**src/rtl/fractal_coord_gen_if.sv**
```systemverilog
// fractal_coord_gen_if: frame request inputs and the pixel / write-strobe outputs of the coordinate generator.
interface fractal_coord_gen_if #(parameter int ADDR_W = 19);
    logic              start;
    logic [15:0]       startX, startY, stepX, stepY;
    logic [15:0]       c_re, c_im;
    logic              c_valid;
    logic [ADDR_W-1:0] wr_addr;
    logic              wr_en, busy, frame_done, read_enable;
    modport master (output start, startX, startY, stepX, stepY,
                    input c_re, c_im, c_valid, wr_addr, wr_en, busy, frame_done, read_enable);
    modport slave (input start, startX, startY, stepX, stepY,
                   output c_re, c_im, c_valid, wr_addr, wr_en, busy, frame_done, read_enable);
endinterface

```
**src/rtl/fractal_coord_gen.sv**
```systemverilog
// fractal_coord_gen: raster-order Mandelbrot coordinate issuer with a frame-buffer address
// delay line aligned to the divergence pipeline latency.
module fractal_coord_gen #(
    parameter int H_RES      = 640,
    parameter int V_RES      = 480,
    parameter int PIPE_DEPTH = 62,
    parameter int ISSUE_DIV  = 6,
    parameter int ADDR_W     = 19
) (
    input  logic               Clk_100M,
    input  logic               reset,
    fractal_coord_gen_if.slave bus
);
    localparam int CW = $clog2(H_RES + 1);
    localparam int RW = $clog2(V_RES + 1);
    localparam int TW = $clog2(ISSUE_DIV + 1);
    localparam logic [CW-1:0]     COL_LAST  = CW'(H_RES - 1);
    localparam logic [RW-1:0]     ROW_LAST  = RW'(V_RES - 1);
    localparam logic [TW-1:0]     TICK_LAST = TW'(ISSUE_DIV - 1);
    localparam logic [ADDR_W-1:0] ADDR_LAST = ADDR_W'(H_RES * V_RES - 1);

    typedef enum logic [1:0] {IDLE, ISSUE, DRAIN, DONE} state_t;
    typedef struct packed {
        logic              v;
        logic [ADDR_W-1:0] a;
    } dl_t;

    state_t            state_q, state_d;
    logic [15:0]       sx_q, sx_d, dx_q, dx_d, dy_q, dy_d;
    logic [15:0]       re_q, re_d, im_q, im_d;
    logic [CW-1:0]     col_q, col_d;
    logic [RW-1:0]     row_q, row_d;
    logic [TW-1:0]     tick_q, tick_d;
    logic [ADDR_W-1:0] addr_q, addr_d, pix_addr_q, pix_addr_d;
    logic [15:0]       c_re_q, c_re_d, c_im_q, c_im_d;
    logic              c_valid_q, c_valid_d, busy_q, busy_d;
    logic              frame_done_q, frame_done_d, read_enable_q, read_enable_d;
    dl_t               dl_q [PIPE_DEPTH];
    dl_t               dl_d [PIPE_DEPTH];
    logic              go, issue, last_col;
    logic [15:0]       re, im;
    logic [CW-1:0]     col;
    logic [RW-1:0]     row;
    logic [TW-1:0]     tick;
    logic [ADDR_W-1:0] addr;

    // On an accepted start the fresh inputs stand in for the latched ones, so the
    // start edge itself counts as tick 0 of the first pixel.
    always_comb begin
        go            = state_q == IDLE && bus.start;
        sx_d          = go ? bus.startX : sx_q;
        dx_d          = go ? bus.stepX : dx_q;
        dy_d          = go ? bus.stepY : dy_q;
        re            = go ? bus.startX : re_q;
        im            = go ? bus.startY : im_q;
        col           = go ? '0 : col_q;
        row           = go ? '0 : row_q;
        addr          = go ? '0 : addr_q;
        tick          = go ? '0 : tick_q;
        issue         = (go || state_q == ISSUE) && tick == TICK_LAST;
        last_col      = col == COL_LAST;
        tick_d        = issue ? '0 : tick + TW'(1);
        re_d          = issue ? (last_col ? sx_d : re + dx_d) : re;
        im_d          = issue && last_col ? im + dy_d : im;
        col_d         = issue ? (last_col ? '0 : col + CW'(1)) : col;
        row_d         = issue && last_col ? row + RW'(1) : row;
        addr_d        = issue ? addr + ADDR_W'(1) : addr;
        c_re_d        = issue ? re : c_re_q;
        c_im_d        = issue ? im : c_im_q;
        pix_addr_d    = issue ? addr : pix_addr_q;
        c_valid_d     = issue;
        state_d       = issue && last_col && row == ROW_LAST ? DRAIN
                      : go ? ISSUE
                      : state_q == DRAIN && dl_q[PIPE_DEPTH-1].v && dl_q[PIPE_DEPTH-1].a == ADDR_LAST ? DONE
                      : state_q == DONE ? IDLE
                      : state_q;
        busy_d        = state_d == ISSUE || state_d == DRAIN;
        frame_done_d  = state_d == DONE;
        read_enable_d = read_enable_q || frame_done_d;
        dl_d[0]       = {c_valid_q, pix_addr_q};
        for (int i = 1; i < PIPE_DEPTH; i++) dl_d[i] = dl_q[i-1];
    end

    always_ff @(posedge Clk_100M or negedge reset) begin
        if (!reset) begin
            state_q       <= IDLE;
            sx_q          <= '0;
            dx_q          <= '0;
            dy_q          <= '0;
            re_q          <= '0;
            im_q          <= '0;
            col_q         <= '0;
            row_q         <= '0;
            tick_q        <= '0;
            addr_q        <= '0;
            pix_addr_q    <= '0;
            c_re_q        <= '0;
            c_im_q        <= '0;
            c_valid_q     <= 1'b0;
            busy_q        <= 1'b0;
            frame_done_q  <= 1'b0;
            read_enable_q <= 1'b0;
            dl_q          <= '{default: '0};
        end else begin
            state_q       <= state_d;
            sx_q          <= sx_d;
            dx_q          <= dx_d;
            dy_q          <= dy_d;
            re_q          <= re_d;
            im_q          <= im_d;
            col_q         <= col_d;
            row_q         <= row_d;
            tick_q        <= tick_d;
            addr_q        <= addr_d;
            pix_addr_q    <= pix_addr_d;
            c_re_q        <= c_re_d;
            c_im_q        <= c_im_d;
            c_valid_q     <= c_valid_d;
            busy_q        <= busy_d;
            frame_done_q  <= frame_done_d;
            read_enable_q <= read_enable_d;
            dl_q          <= dl_d;
        end
    end

    assign bus.c_re        = c_re_q;
    assign bus.c_im        = c_im_q;
    assign bus.c_valid     = c_valid_q;
    assign bus.wr_addr     = dl_q[PIPE_DEPTH-1].a;
    assign bus.wr_en       = dl_q[PIPE_DEPTH-1].v;
    assign bus.busy        = busy_q;
    assign bus.frame_done  = frame_done_q;
    assign bus.read_enable = read_enable_q;
endmodule
```
**src/flat_wrapper.sv**
```systemverilog
// flat-port wrapper written by rule: the top's interface ports become plain ports
module fractal_coord_gen_flat 
#(
    parameter int H_RES      = 640,
    parameter int V_RES      = 480,
    parameter int PIPE_DEPTH = 62,
    parameter int ISSUE_DIV  = 6,
    parameter int ADDR_W     = 19
)
  (Clk_100M, reset, bus_start, bus_startX, bus_startY, bus_stepX, bus_stepY, bus_c_re, bus_c_im, bus_c_valid, bus_wr_addr, bus_wr_en, bus_busy, bus_frame_done, bus_read_enable);
  fractal_coord_gen_if #(.ADDR_W(ADDR_W)) bus_i ();
  input  logic Clk_100M;
  input  logic reset;
  input wire logic [$bits(bus_i.start)-1:0] bus_start;
  input wire logic [$bits(bus_i.startX)-1:0] bus_startX;
  input wire logic [$bits(bus_i.startY)-1:0] bus_startY;
  input wire logic [$bits(bus_i.stepX)-1:0] bus_stepX;
  input wire logic [$bits(bus_i.stepY)-1:0] bus_stepY;
  output wire logic [$bits(bus_i.c_re)-1:0] bus_c_re;
  output wire logic [$bits(bus_i.c_im)-1:0] bus_c_im;
  output wire logic [$bits(bus_i.c_valid)-1:0] bus_c_valid;
  output wire logic [$bits(bus_i.wr_addr)-1:0] bus_wr_addr;
  output wire logic [$bits(bus_i.wr_en)-1:0] bus_wr_en;
  output wire logic [$bits(bus_i.busy)-1:0] bus_busy;
  output wire logic [$bits(bus_i.frame_done)-1:0] bus_frame_done;
  output wire logic [$bits(bus_i.read_enable)-1:0] bus_read_enable;
  assign bus_i.start = bus_start;
  assign bus_i.startX = bus_startX;
  assign bus_i.startY = bus_startY;
  assign bus_i.stepX = bus_stepX;
  assign bus_i.stepY = bus_stepY;
  assign bus_c_re = bus_i.c_re;
  assign bus_c_im = bus_i.c_im;
  assign bus_c_valid = bus_i.c_valid;
  assign bus_wr_addr = bus_i.wr_addr;
  assign bus_wr_en = bus_i.wr_en;
  assign bus_busy = bus_i.busy;
  assign bus_frame_done = bus_i.frame_done;
  assign bus_read_enable = bus_i.read_enable;
  fractal_coord_gen #(.H_RES(H_RES), .V_RES(V_RES), .PIPE_DEPTH(PIPE_DEPTH), .ISSUE_DIV(ISSUE_DIV), .ADDR_W(ADDR_W)) u_core (.Clk_100M(Clk_100M), .reset(reset), .bus(bus_i));
endmodule
```
**config.mk**
```make
export PLATFORM = sky130hd
export DESIGN_NAME = fractal_coord_gen_flat
export DESIGN_NICKNAME = d
export VERILOG_FILES = /design/src/rtl/fractal_coord_gen_if.sv /design/src/rtl/fractal_coord_gen.sv /design/src/flat_wrapper.sv
export SDC_FILE = /design/constraint.sdc
export NUM_CORES = 1
export LEC_CHECK = 0
export CORE_UTILIZATION = 59
export DETAILED_ROUTE_END_ITERATION = 8
export GPL_ROUTABILITY_DRIVEN = 0
export PLACE_DENSITY = 0.77
export SYNTH_ARGS = -nofsm -noshare
export SYNTH_HDL_FRONTEND = slang
export SYNTH_SLANG_ARGS = --single-unit
export TNS_END_PERCENT = 30
```
**constraint.sdc**
```tcl
create_clock -name Clk_100M -period 7.1 [get_ports Clk_100M]
set_clock_uncertainty 0.05 [all_clocks]
set_input_delay 1.42 -clock Clk_100M [delete_from_list [all_inputs] [get_ports Clk_100M]]
set_output_delay 1.42 -clock Clk_100M [all_outputs]
set_load 0.05 [all_outputs]
```
# Word-level counts from Yosys, hierarchy flattened
# Cells that the tools add are included.
dict set report word_totals {
  register_bits 1418
  latch_bits 0
  ram_bits 0
  romBits 0
  input_bits 67
  output_inout_bits 56
  elab_cells 188
  memories 0
}
dict set report classes {
  add_sub_neg 6
  mul 0
  n_div 0
  magnitude_cmp 0
  eq_ne 10
  n_shift 0
  muxes 21
  bitwise 0
  n_reduce_logical 10
}
# operator n
set ops {}
lappend ops {{$mux W16} 8}
lappend ops {{$mux W19} 2}
lappend ops {{$add A16 B16 Y16} 2}
lappend ops {{$mux W10} 3}
lappend ops {{$add A19 B1 Y19 const B} 1}
lappend ops {{$eq A19 B19 Y1 const B} 1}
lappend ops {{$mux W9} 2}
lappend ops {{$add A10 B1 Y10 const B} 1}
lappend ops {{$eq A10 B10 Y1 const B} 1}
lappend ops {{$add A9 B1 Y9 const B} 1}
lappend ops {{$eq A9 B9 Y1 const B} 1}
lappend ops {{$eq A2 B2 Y1 const B} 4}
lappend ops {{$mux W2} 4}
lappend ops {{$logic_and A1 B1 Y1} 6}
lappend ops {{$mux W3} 2}
lappend ops {{$eq A2 B1 Y1 const B} 2}
lappend ops {{$add A3 B1 Y3 const B} 1}
lappend ops {{$eq A3 B3 Y1 const B} 1}
lappend ops {{$logic_or A1 B1 Y1} 3}
lappend ops {{$logic_not A2 Y1} 1}

# Depth between registers and ports, before layout
# Gate-level depths: netlist (run 1).
dict set report depth {
  ltp_word 10
  depth_mapped 20
  depth_no_buf 14
}

# Worst setup path before layout (run 1)
# OpenSTA, ideal clock, no wires.
dict set report synth_path {
  path_kind {in2reg}
  startpoint {in bus_start}
  endpoint {reg u_core.re_q[15]}
  setup_time_ns 0.120
  t_arrival_ns 5.268
  required_time_ns 6.930
  slack_ns 1.662
  cell_stages 16
  n_path_buf 3
  path_cell_list {nor3b_1 clkbuf_1 clkbuf_1 clkbuf_1 nand2_1 nand2_1 ha_1 a211oi_1 o21bai_1 a2111oi_0 nor2_1 a221o_1 a311oi_2 xnor2_1 nand2_1 o211a_1}
}
dict set report synth_via {
  elab_chain_len 5
  elab_cells_between_ends 13
  cone_classes {1 x add/sub; 2 x eq/ne; 7 x mux; 3 x reduce/logical}
}
# element line
set synth_rtl {}
lappend synth_rtl {{start, declared} flat_wrapper.sv:14} ;# input wire logic [$bits(bus_i.start)-1:0] bus_start;
lappend synth_rtl {{$logic_and A1 B1 Y1} fractal_coord_gen.sv:50} ;# go = state_q == IDLE && bus.start;
lappend synth_rtl {{$mux W16} fractal_coord_gen.sv:52} ;# dx_d = go ? bus.stepX : dx_q;
lappend synth_rtl {{named net u_core.dx_d[1]} fractal_coord_gen.sv:29} ;# logic [15:0] sx_q, sx_d, dx_q, dx_d, dy_q, dy_d;
lappend synth_rtl {{$add A16 B16 Y16} fractal_coord_gen.sv:63} ;# re_d = issue ? (last_col ? sx_d : re + dx_d) : re;
lappend synth_rtl {{$mux W16 (2 in a row)} fractal_coord_gen.sv:63}
lappend synth_rtl {{named net u_core.re_d[15]} fractal_coord_gen.sv:30} ;# logic [15:0] re_q, re_d, im_q, im_d;
lappend synth_rtl {{end signal, assigned} fractal_coord_gen.sv:109} ;# re_q <= re_d;
lappend synth_rtl {{end, declared} fractal_coord_gen.sv:30}
# The timed path passes the listed nets, and every way through them passes these cells.
# A chain may end at the register's enable or synchronous reset.

# Worst setup path in the final report (run 1)
dict set report layout_path {
  startpoint {in bus_start}
  endpoint {reg u_core.row_q[7]}
}
dict set report layout_via {
  elab_chain_len 6
  elab_cells_between_ends 11
  cone_classes {1 x add/sub; 2 x eq/ne; 4 x mux; 4 x reduce/logical}
}
# element line
set layout_rtl {}
lappend layout_rtl {{$logic_and A1 B1 Y1 *} fractal_coord_gen.sv:50}
lappend layout_rtl {{branches (longest 4 deep; another with $add A9 B1 Y9)} n/a}
lappend layout_rtl {{$mux W9 *} fractal_coord_gen.sv:66} ;# row_d = issue && last_col ? row + RW'(1) : row;
lappend layout_rtl {{named net u_core.row_d[7]} fractal_coord_gen.sv:32} ;# logic [RW-1:0] row_q, row_d;
lappend layout_rtl {{end signal, assigned} fractal_coord_gen.sv:112} ;# row_q <= row_d;
lappend layout_rtl {{end, declared} fractal_coord_gen.sv:32}
# Mark *: on every way through the listed nets, which the timed path passes.

==> results of run 1 <==
state kept, by name (all words and copies together) (netlist names), 2 cells and up:
name,count
u_core.re_q,16
u_core.addr_q,19
u_core.dx_q,16
u_core.state_q,2
u_core.dl_d,1220
u_core.bus.c_re,16
u_core.tick_q,3
u_core.col_q,10
u_core.sx_q,16
u_core.pix_addr_q,19
u_core.bus.wr_addr,19
u_core.dy_q,16
u_core.row_q,9
u_core.im_q,16
u_core.bus.c_im,16
through the flow:
step,area (um^2),cells
floorplan,40000,2241
global placement,42400,3212
detailed placement,42400,3212
CTS,47100,3446
global route,47100,3446
finish,47100,3446
logic make-up after synthesis:
| family | count (synthesis) |
|---|---|
| DFF | 1418 |
| and+or+nand+nor | 467 |
| AOI/OAI and AO/OA | 165 |
| buffers and inverters | 75 |
| xor gates and xnor gates | 58 |
| adders and majority gates | 38 |
| muxes | 20 |
metal layers:
layer	global-route usage (%)	share of wire, %
met1	31.9	39
met2	41.3	52
met3	4.99	5.5
met4	9.70	3.2
met5	0	0.053
layout make-up:
cell class	instances	area (um^2)	area share, %
flip-flops and latches	1418	35500	75.4
well taps	873	1090	2.32
repair buffers	141	1470	3.12
clock buffers	182	3810	8.11
multi-input cells	748	4200	8.93
clock inverters	52	873	1.86
inverters	32	120	0.255
synth_stat cells, types with 4 or more instances:
cell type  count
a31oi_1        8
dfrtp_1     1418
o21a_1         5
or3_1         11
o21ai_0       45
a21o_1         7
nand3_1       15
a21oi_1       53
buf_1          8
xor2_1        28
xnor2_1       30
a211oi_1       7
ha_1          34
nand4_1       11
nor3_1        18
and2_1         8
a21boi_0       9
and3_1         4
inv_1         32
clkbuf_1      32
mux2i_1       17
nor2_1        71
nand2_1      308
placed cells by master, fill, tap and decap left out, types with 6 or more instances in the layout:
cell type / synthesis / layout
or3_1: 11 / 11
clkinv_2: 0 / 16
mux2i_1: 17 / 17
a21o_1: 7 / 7
clkbuf_16: 0 / 135
clkbuf_8: 0 / 26
dfrtp_1: 1418 / 1418
xnor2_1: 30 / 30
nand4_1: 11 / 11
ha_1: 34 / 34
nor3_1: 18 / 17
a31oi_1: 8 / 8
o21ai_0: 45 / 45
xor2_1: 28 / 28
clkdlybuf4s50_1: 0 / 121
clkbuf_1: 32 / 21
inv_1: 32 / 31
a21boi_0: 9 / 9
a211oi_1: 7 / 7
bufinv_16: 0 / 21
and2_1: 8 / 8
nand2_1: 308 / 308
nand3_1: 15 / 15
buf_12: 0 / 7
a21oi_1: 53 / 53
buf_4: 0 / 12
nor2_1: 71 / 71
inv_6: 0 / 6
power by group through the flow:
stage	registers [mW]	logic (mW)	clock network, mW
6_report	9.18	2.80	7.59
5_1_grt	9.23	3.03	8.06
4_1_cts	9.18	2.76	7.77
3_5_place_dp	9.27	2.66	0
3_3_place_gp	9.22	2.52	0
2_1_floorplan	9.41	1.56	0
path summary, 6_finish.rpt:
path,start,end,slack (ns),cells past startpoint
worst max-delay path,bus_start,u_core.row_q[7],1.53,13
worst min-delay path,u_core.dl_d[1026],u_core.dl_d[1006],0.29,0
worst max register to register,u_core.state_q[0],u_core.row_q[7],2.08,12
worst min register to register,u_core.dl_d[1026],u_core.dl_d[1006],0.29,0
max in group asynchronous,reset,u_core.dl_d[446],4.46,3
min in group asynchronous,reset,u_core.dl_d[126],0.70,1
==> impl_metrics.tcl, run 1 <==
set metrics [dict create \
    fin_crit_ns 5.57 \
    ys_warn_count 0 \
    slowest_delay_ns 0.85 \
    cts_htree_levels 4 \
    clock_power_share_pct 38.8 \
    cts_tree "done" \
    die_h_um 262 \
    cap_violations 0 \
    synth_cell_types 61 \
    clock_sinks 1418 \
    critPathLaunchType "input pin" \
    holdWs_ns 0.286 \
    wl_um 79400 \
    outcome "finished clean" \
    path_cells "clkdlybuf4s50_1 -> or3b_4 -> and2_1 -> ha_1 -> nand4_1 -> buf_4 -> or2_1 -> nor4_4 -> buf_4 -> nand4_1 -> nor4_1 -> xnor2_1 -> nor2_1" \
    grt_pass1_wl_um 125000 \
    synthMuxAreaShare_pct 0.510 \
    max-vdd-ir-drop_v 0.000295 \
    fin_nets 2574 \
    crit_type "input pin to register" \
    p_int_mw 14.3 \
    netlist_area_um2 40000 \
    cts.repair.resized 0 \
    drive_above_1_share_pct 9.68 \
    viasPerCell 5.35 \
    rsz0062_at_grt "false" \
    n_antenna_cell 0 \
    first_global_vias 20800 \
    crit_fanout 63 \
    worst_slew_pin_slew_ns 1.05 \
    synthXorXnorAreaFrac_pct 1.27 \
    clock_latency_ns 0.71 \
    die-area_um2 68800 \
    fmax_mhz 180 \
    synth_cells 2241 \
    worstPathRequired_ns 7.63 \
    ios 123 \
    cts_max_path_buffers 3 \
    synth-seq-cells 1418 \
    synth_area_leaders "dfrtp_1 89%, nand2_1 2.9%, ha_1 1.1%" \
    drt_iter0_drc 1676 \
    setup_ws_ns 1.53 \
    power_frac_seq_pct 46.9 \
    critPathArrivalTime_ns 6.10 \
    clk_pin_slew_ns 0.06 \
    grt-ovfl-total 0 \
    remaining_drc_errors 0 \
    finish.utilization_pct 70.1 \
    power_mw 19.6 \
    syn-num-nets 2344 \
    async_flop_share_pct 100 \
    path_buf_inv 3 \
    setup_viol 0 \
    cts_made_buffers 130 \
    initial_core_util_pct 59.5 \
    tns_ns 0 \
    sw_frac_of_total_pct 26.8 \
    critPathCaptureType "register" \
    synth-compound-area-share_pct 2.55 \
    hp-class "register to register" \
    detail-route-antenna-nets 0 \
    post_cts_buffers 0 \
    synth_top_family_by_area "simple AND/OR/NAND/NOR gates" \
    ys_seq_area_share_pct 88.8 \
    ys_dominant_reg_cell "dfrtp_1" \
    grt_use_total_pct 24.5 \
    cts-root-buf "clkbuf_16" \
    p_leak_nw 24.6 \
    comb_power_share_pct 14.3 \
    hpwl_um 40900 \
    netlist.area_leader.share_pct 88.8 \
    die_w_um 262 \
    drv_slew 0 \
    slew_headroom_pct 30.3 \
    p_sw_mw 5.25 \
    first_pass_iters 6 \
    power_density_nw_per_um2 416 \
    antenna_found_initial 3 \
    crit_family "simple AND/OR/NAND/NOR gates" \
    vias 18400 \
    synthSimpleGateAreaFrac_pct 4.93 \
    yosys.area.top_type "dfrtp_1" \
    finalCritPeriodShare_pct 78.4 \
    place_ws_ns 1.10 \
    port_buffers 122 \
    ctsHoldBuffers 0 \
    core_um2 67200 \
    grt_max_degree 181 \
    synth-adder-area-share_pct 1.21 \
    fillers 3766 \
    area_growth_pct 17.7 \
    placementRows 95 \
    synth_edf_count 0 \
    wl_per_cell_um 23.0 \
    crit_slowest_cell "or3b_4" \
    finalHoldViolCount 0 \
    postSynthAreaPerCell_um2 17.8 \
]
(Power assumes the default switching activity.)
==> run 2: changes to the inputs <==
--- a/config.mk
+++ b/config.mk
@@ -5,10 +5,10 @@
 export SDC_FILE = /design/constraint.sdc
 export NUM_CORES = 1
 export LEC_CHECK = 0
-export CORE_UTILIZATION = 59
+export CORE_UTILIZATION = 53
 export DETAILED_ROUTE_END_ITERATION = 8
 export GPL_ROUTABILITY_DRIVEN = 0
-export PLACE_DENSITY = 0.77
+export PLACE_DENSITY = 0.73
 export SYNTH_ARGS = -nofsm -noshare
 export SYNTH_HDL_FRONTEND = slang
 export SYNTH_SLANG_ARGS = --single-unit
==> constraint.sdc (replaced) <==
create_clock -name Clk_100M -period 5 [get_ports Clk_100M]
set_clock_uncertainty 0.05 [all_clocks]
set_input_delay 1 -clock Clk_100M [delete_from_list [all_inputs] [get_ports Clk_100M]]
set_output_delay 1 -clock Clk_100M [all_outputs]
set_load 0.05 [all_outputs]
==> run 2 against run 1 <==
Flip-flop and latch count stayed put. Power up 37%. Via count down 3.7%. Worst hold slack got worse by 0.094 ns. Core utilization decreased by 7.0 points. Non-clock buffer count up 23. Combinational power rose by 40%. Setup slack got worse by 1.2 ns. First-iteration DRC count is 27% lower. Count of clock-buffer cells in the layout is 8 higher. Die area rose by 11%.
==> impl_metrics.tcl, run 2 (synthesized netlist as in run 1, its figures left out) <==
set metrics [dict create \
    setup_viol 0 \
    finalCritPeriodShare_pct 93.2 \
    final_cell_mix "1418 x dfrtp_1, 308 x nand2_1, 139 x clkbuf_16" \
    fmax_mhz 215 \
    grt_use_total_pct 19.7 \
    tns_ns 0 \
    worstPathRequired_ns 5.47 \
    fillers 4861 \
    crit_start "bus_start" \
    fin_area_um2 47000 \
    holdWs_ns 0.191 \
    dp.cells 3331 \
    ff_latch_area_um2 35500 \
    cts-root-buf "clkbuf_16" \
    clk_pin_slew_ns 0.07 \
    detail-route-antenna-nets 0 \
    grt_max_degree 200 \
    wl_per_cell_um 19.9 \
    cts_tree "done" \
    post_cts_buffers 0 \
    largest_reg_flops 1220 \
    cts.repair.resized 0 \
    placementRows 100 \
    worst_slew_pin_slew_ns 0.996 \
    ctsHoldBuffers 0 \
    power_mw 26.8 \
    finish.utilization_pct 63.1 \
    die-area_um2 76500 \
    drv_slew 0 \
    r2r-end "u_core.re_q[10]" \
    grt-ovfl-total 0 \
    first_pass_iters 5 \
    clock_sinks 1418 \
    drive_above_1_share_pct 10.1 \
    antenna_found_initial 2 \
    grt_pass1_wl_um 115000 \
    remaining_drc_errors 0 \
    initial_core_util_pct 53.6 \
    crit_type "input pin to register" \
    port_buffers 122 \
    first_global_vias 20400 \
    cts_max_path_buffers 3 \
    slew_headroom_pct 33.6 \
    ios 123 \
    rr_worst_depth 16 \
    place_ws_ns -0.172 \
    viasPerCell 4.98 \
    power_density_nw_per_um2 570 \
    fin_crit_ns 4.66 \
    outcome "finished clean" \
    setup_ws_ns 0.342 \
    max-vdd-ir-drop_v 0.000342 \
    critPathCaptureType "register" \
    cap_violations 0 \
    drt_iter0_drc 1228 \
    hp-class "input pin to async pin" \
    vias 17700 \
    crit_fanout 8 \
    critPathArrivalTime_ns 5.13 \
    finalHoldViolCount 0 \
    clock_latency_ns 0.71 \
    p_leak_nw 24.6 \
    die_w_um 277 \
    cts_htree_levels 4 \
    cts_made_buffers 132 \
    reg2reg_slack_ns 0.73 \
    core_um2 74600 \
    fin_nets 2599 \
    die_h_um 277 \
    area_growth_pct 17.6 \
    rsz0062_at_grt "false" \
    final_cell_count_no_fill 3564 \
    multiInputGateArea_um2 4210 \
    hpwl_um 35400 \
    critPathLaunchType "input pin" \
    wl_um 70900 \
    place_area_um2 42700 \
    worstReg2RegStart "u_core.state_q[0]" \
    layout_commonest_cell "dfrtp_1" \
]
==> run 2: cell types whose count changed in the layout (fill, tap and decap cells not counted), sizes merged, moves of 3 or more <==
cell      previous run  this run
buf                 20        43
bufinv              21         5
clkbuf             182       190
clkinv              18        31
clkinvlp             5         1
inv                 40        37
==> run 2: final cells by class <==
class / count / share of cell area [%]
well taps: 969 / 2.58
inverters: 32 / 0.255
clock buffers: 190 / 8.29
diodes: 1 / 0.00532
repair buffers: 164 / 3.57
flip-flops and latches: 1418 / 75.5
clock inverters: 42 / 0.878
multi-input cells: 748 / 8.95
==> run 2: how the worst max path moves through the flow <==
stage | endpoint | slack (ns) | depth (start not counted)
4_1_cts | u_core.re_q[10] | 0.51 | 17
2_1_floorplan | u_core.re_q[15] | 0.16 | 16
6_report | u_core.re_q[10] | 0.34 | 17
3_3_place_gp | u_core.re_q[15] | -0.05 | 16
3_5_place_dp | u_core.re_q[15] | -0.17 | 15
5_1_grt | u_core.re_q[15] | 0.14 | 15
==> run 2: metal layers <==
metal / routed length [um] / global-route usage (%)
met1: 28500 / 25.3
met2: 37700 / 34.0
met3: 3270 / 4.04
met4: 1490 / 6.08
met5: 11 / 0
==> run 2: power by group <==
group	switching [mW]	total, mW	internal (mW)
clock network	4.23	9.94	5.71
logic	2.44	3.92	1.47
registers	0.416	12.9	12.5
==> run 2: worst max-delay path, stage by stage <==
cell             delay, ns
clkdlybuf4s50_1       0.59
or3b_4                0.48
a21boi_0              0.40
inv_1                 0.11
ha_1                  0.33
buf_4                 0.16
a21o_1                0.17
a21oi_1               0.27
buf_4                 0.18
a211oi_1              0.05
a221o_1               0.43
a221oi_2              0.29
buf_4                 0.16
xor2_1                0.13
nor2_1                0.06
a211oi_1              0.25
a21oi_1               0.07
==> run 3: changes to the inputs <==
--- a/config.mk
+++ b/config.mk
@@ -5,10 +5,11 @@
 export SDC_FILE = /design/constraint.sdc
 export NUM_CORES = 1
 export LEC_CHECK = 0
-export CORE_UTILIZATION = 53
+export CORE_UTILIZATION = 49
 export DETAILED_ROUTE_END_ITERATION = 8
 export GPL_ROUTABILITY_DRIVEN = 0
-export PLACE_DENSITY = 0.73
+export PLACE_DENSITY = 0.68
+export SKIP_LAST_GASP = 1
 export SYNTH_ARGS = -nofsm -noshare
 export SYNTH_HDL_FRONTEND = slang
 export SYNTH_SLANG_ARGS = --single-unit
==> run 3 against run 2 <==
The flow now finishes with violations (DRC). Highest routed layer unchanged. Power increased by 1.2%. Fmax increased by 3.9%. Clock power increased by 4%. Sequential share of layout area decreased by 0.56 points.
==> impl_metrics.tcl, run 3 (synthesized netlist as in run 1, its figures left out) <==
set metrics [dict create \
    drive_above_1_share_pct 10.3 \
    first_global_vias 20400 \
    cts_htree_levels 4 \
    crit_family "compound AO/OA/AOI/OAI gates" \
    die-area_um2 82700 \
    largest_reg_flops 1220 \
    cts_made_buffers 133 \
    place_area_um2 42800 \
    crit_end "u_core.re_q[15]" \
    finalHoldViolCount 0 \
    crit_slowest_cell "clkdlybuf4s50_1" \
    finalCritPeriodShare_pct 89.7 \
    cp.depth 15 \
    hp-class "input pin to async pin" \
    holdWs_ns 0.239 \
    port_buffers 122 \
    hpwl_um 33900 \
    critPathLaunchType "input pin" \
    detail-route-antenna-nets 0 \
    fin_area_um2 47400 \
    reg2reg_slack_ns 0.59 \
    path_cells "clkdlybuf4s50_1 -> or3b_4 -> a21boi_0 -> inv_1 -> ha_1 -> o21ai_0 -> o21bai_1 -> a2111oi_0 -> buf_4 -> nor2_1 -> a221o_1 -> a311oi_2 -> xnor2_1 -> nand2_1 -> o211a_1" \
    antenna_found_initial 7 \
    grt_max_degree 170 \
    power_density_nw_per_um2 572 \
    crit_type "input pin to register" \
    drt_iter0_drc 1131 \
    cts.repair.resized 0 \
    fin_crit_ns 4.48 \
    crit_fanout 19 \
    critPathCaptureType "register" \
    ctsHoldBuffers 0 \
    worstReg2RegStart "u_core.state_q[0]" \
    grt_pass1_wl_um 112000 \
    clock_sinks 1418 \
    worst_slew_pin_slew_ns 0.900 \
    rr_worst_depth 14 \
    cap_violations 0 \
    path_buf_inv 3 \
    first_pass_iters 7 \
    slowest_delay_ns 0.50 \
    area_growth_pct 18.5 \
    outcome "finished, violations left" \
    grt-ovfl-total 0 \
    vias 17500 \
    grt_use_total_pct 17.8 \
    wl_per_cell_um 18.8 \
    fillers 5700 \
    critPathArrivalTime_ns 5.04 \
    r2r-end "u_core.re_q[15]" \
    clk_pin_slew_ns 0.07 \
    core_um2 80700 \
    cts_tree "done" \
    worstPathRequired_ns 5.55 \
    setup_viol 0 \
    slew_headroom_pct 40.0 \
    cts-root-buf "clkbuf_16" \
    rsz0062_at_grt "false" \
    die_h_um 288 \
    viasPerCell 4.78 \
    crit_start "bus_start" \
    violations "DRC" \
    cts_max_path_buffers 3 \
    initial_core_util_pct 49.6 \
    wl_um 68700 \
    max-vdd-ir-drop_v 0.000420 \
    fmax_mhz 223 \
    n_antenna_cell 0 \
    p_leak_nw 24.6 \
    remaining_drc_errors 15 \
    fin_nets 2604 \
    ios 123 \
    post_cts_buffers 0 \
    drv_slew 0 \
    die_w_um 288 \
    final_cell_mix "1418 x dfrtp_1, 308 x nand2_1, 134 x clkbuf_16" \
    placementRows 104 \
    clock_latency_ns 0.72 \
    layout_commonest_cell "dfrtp_1" \
]
[run 3: cell types whose count changed in the layout (fill, tap and decap cells not counted), moves of 2 or more]
cell	change
buf_4	+4
bufinv_16	+6
clkbuf_1	+2
clkbuf_16	-5
clkbuf_8	+7
clkinv_2	-15
clkinv_8	+3
clkinvlp_4	+2
[run 3: layout make-up]
class	instances	area, um^2	share of cell area [%]
well taps	1060	1330	2.80
inverters	32	120	0.254
clock buffers	194	3880	8.19
multi-input cells	748	4200	8.87
repair buffers	168	1710	3.61
clock inverters	42	649	1.37
flip-flops and latches	1418	35500	74.9
[run 3: worst min path at each step]
stage	from	end	slack [ns]
after floorplan	u_core.dl_d[0]	u_core.bus.wr_addr[0]	0.28
after global placement	u_core.dl_d[1180]	u_core.dl_d[1160]	0.28
after detailed placement	u_core.dl_d[1073]	u_core.dl_d[1053]	0.28
after CTS	reset	u_core.dl_d[27]	0.26
after global routing	reset	u_core.dl_d[27]	0.27
final	reset	u_core.dl_d[27]	0.24
[run 3: metal layers]
| metal | global-route usage [%] | vias up | part of all wire, % |
|---|---|---|---|
| li1 | - | 7716 | - |
| met1 | 22.4 | 9336 | 41 |
| met2 | 30.6 | 331 | 53 |
| met3 | 3.39 | 135 | 3.6 |
| met4 | 6.89 | 4 | 2.6 |
| met5 | 0 | - | 0.033 |
[run 3: power by group]
group          switching (mW)  total, mW  internal [mW]
Combinational            2.38       3.85           1.47
Clock                    4.29       10.3           6.01
Sequential              0.425       12.9           12.5
[run 3: through the flow]
| stage | power [mW] | worst slack, ns | cells | utilization (%) | TNS (ns) |
|---|---|---|---|---|---|
| after floorplan | 15.6 | 0.161 | 2241 | - | 0 |
| after global placement | 16.8 | -0.0569 | 3426 | 53.1 | -0.106 |
| after detailed placement | 16.9 | -0.153 | 3426 | 53.1 | -0.264 |
| after CTS | 27.5 | 0.567 | 3662 | 58.7 | 0 |
| after global routing | 28.4 | 0.283 | 3662 | 58.7 | 0 |
| final | 27.1 | 0.515 | 3662 | 58.7 | 0 |
==> RTL edit, RTL diff (settings of run 3) <==
Re-encode `state_t` (4 states) as one-hot, 4 bits wide.
--- a/src/rtl/fractal_coord_gen.sv
+++ b/src/rtl/fractal_coord_gen.sv
@@ -19,7 +19,7 @@
     localparam logic [TW-1:0]     TICK_LAST = TW'(ISSUE_DIV - 1);
     localparam logic [ADDR_W-1:0] ADDR_LAST = ADDR_W'(H_RES * V_RES - 1);
 
-    typedef enum logic [1:0] {IDLE, ISSUE, DRAIN, DONE} state_t;
+    typedef enum logic [3:0] {IDLE = 4'b0001, ISSUE = 4'b0010, DRAIN = 4'b0100, DONE = 4'b1000} state_t;
     typedef struct packed {
         logic              v;
         logic [ADDR_W-1:0] a;
Behaviour: no difference found for any inputs over 10 cycles, from zero or initial values and one cycle with reset low; not proved beyond that.
==> RTL edit against run 3 <==
Sequential cell count rose by 2. Fmax rose by 1.3%. Hold slack improved by 12 ps. Synthesized area rose by 0.64%. Worst setup slack improved by 59 ps. Cell area rose by 0.31%. Wire length fell by 0.34%. First-iteration DRC count rose by 6.5%. Largest cell class unchanged.
Power is not compared: it rests on default switching activity, and its combinational part moved more than twofold at a synthesized area within 25%.
==> RTL edit: results (changes against run 3) <==
| Metric | Value |
|---|---|
| Power Internal | `0.0174 W` |
| Post-synth top cells | `dfrtp_1, nand2_1, nor2_1, a21oi_1, o21ai_0` |
| Outcome | `finished, final reports clean` |
| Final setup fails | `0 (unchanged)` |
| Max reg flops | `1220 (unchanged)` |
| Vias | `18.0k (+2.6%)` |
| Routed WL | `68.5 mm (-0.34%)` |
| Netlist cell types | `71 (+16%)` |
| Largest net degree at the start of global routing | `158 (-7.1%)` |
| Max Buffers Root-to-Sink | `3 (unchanged)` |
| H-tree levels | `4 (unchanged)` |
| Post-synth top flop | `dfrtp_1` |
| CTS tree | `done` |
| Critical path peak fanout | `21 (+2)` |
| Iteration count of the initial detailed-routing pass | `5 (-2)` |
| Number of global-route vias before repair | `20.4k (+0.26%)` |
| Synth top area cells | `dfrtp_1, nand2_1, ha_1` |
| Syn nets | `2389 (+1.9%)` |
| Share of post-route cells with drive strength above 1 | `10.8% (+0.47 points)` |
| Power per cell area | `460 nW/um2` |
| Clock Tree Root | `clkbuf_16` |
| Fin nets | `2650 (+1.8%)` |
| Initial antenna violation count | `6 (-1)` |
| Min-delay worst type | `in -> async` |
| TritonCTS buffer count | `132 (-0.75%)` |
| Port buffer count | `122 (unchanged)` |
| Async S/R FF share, synth | `100% (unchanged)` |
| Leakage | `25.1 nW` |
| First-pass GRT wire length | `113 mm (+0.43%)` |
| Crit path DAT | `4960 ps (-80 ps)` |
| Post-CTS resize count | `0 (unchanged)` |
| Post-DP Area | `43100 um2 (+0.66%)` |
| VDD IR max | `between 300 and 400 uV` |
| Clock transition at the registers of the reported paths | `70 ps (about the same)` |
| Postcts setup bufs | `0 (unchanged)` |
| Initial Util | `49.7% (+0.16 points)` |
| Number of DRC markers in iteration 0 | `1204 (+6.5%)` |
| Crit path largest cell delay | `670 ps (+170 ps)` |
| Post-synthesis sequential area ratio | `88.3% (-0.44 points)` |
| GRT Util Overall | `17.7% (-0.10 points)` |
| Worst-Skew Late Latency | `700 ps (-20 ps)` |
| Rel. slew slack | `43.4% (+3.4 points)` |
| Slowest-stage cell, CP | `clkdlybuf4s50_1` |
| YS warnings | `0 (unchanged)` |
| Fillcell total | `5822 (+2.1%)` |
| HPWL Detailed | `36.8 mm (+8.5%)` |
| DRC Markers | `0 (-15)` |
RTL edit: layer usage:
layer	up-vias	global-route usage [%]	share of wire [%]
met5	-	0	0.076
met4	8	5.89	2.0
met3	130	4.55	6.1
met2	420	28.3	49
met1	9522	23.9	43
li1	7893	-	-
RTL edit: metrics by stage:
stage | setup TNS (ps) | cells | hold slack (ps) | setup WS [ps] | total power (W)
6_report | 0 | 3708 | 250 | 574 | 0.0218
2_1_floorplan | 0 | 2287 | 281 | 191 | 0.0117
4_1_cts | 0 | 3707 | 257 | 682 | 0.0222
3_3_place_gp | -4.55 | 3474 | 282 | -4.55 | 0.0120
3_5_place_dp | -93.3 | 3474 | 285 | -62.4 | 0.0120
5_1_grt | 0 | 3707 | 285 | 382 | 0.0227
RTL edit: cell families (layout without fill, tap and decap cells):
kind of cell | Yosys count | in the layout | share of synthesized area (%)
flops | 1420 | 1420 | 88.3
simple gates | 525 | 525 | 5.64
compound gates | 166 | 166 | 2.59
buf+inv | 70 | 430 | 0.703
xor+xnor | 56 | 56 | 1.22
fa+ha+maj | 36 | 36 | 1.15
mux | 14 | 14 | 0.382
other cells | 0 | 1 | 0
RTL edit: final cells by class:
class                           instances  share of cell area [%]
Multi-Input combinational cell        797                    9.36
Tap cell                             1060                    2.79
Clock inverter                         46                    1.19
Inverter                               23                   0.182
Sequential cell                      1420                    74.8
Timing Repair Buffer                  174                    3.64
Antenna cell                            1                 0.00527
Clock buffer                          187                    8.05
RTL edit: path summary, 6_finish.rpt:
| kind | end | slack, ps | cells past startpoint | start |
|---|---|---|---|---|
| min in group Clk_100M | u_core.dl_d[959] | 280 | 0 | u_core.dl_d[979] |
| min reg2reg | u_core.dl_d[959] | 280 | 0 | u_core.dl_d[979] |
| max in group asynchronous | u_core.dl_d[656] | 3290 | 2 | reset |
| min | u_core.dl_d[123] | 250 | 1 | reset |
| max reg2reg | u_core.im_q[15] | 710 | 16 | u_core.state_q[3] |
| max | u_core.re_q[14] | 570 | 17 | bus_start |
RTL edit: critical path, delay by kind of cell:
family | cells | cell delay [ps]
AOI/OAI and AO/OA | 7 | 1530
and+or+nand+nor | 4 | 660
muxes | 1 | 150
buffers and inverters | 3 | 950
adders and majority gates | 2 | 650
RTL edit: power groups by stage:
stage | sequential (W) | combinational (W) | clock (W)
after detailed placement | 0.0117 | 0.000314 | 0
final | 0.0115 | 0.000299 | 0.0101
after floorplan | 0.0117 | 0.00000354 | 0
after CTS | 0.0115 | 0.000319 | 0.0104
after global routing | 0.0115 | 0.000355 | 0.0108
after global placement | 0.0117 | 0.000301 | 0
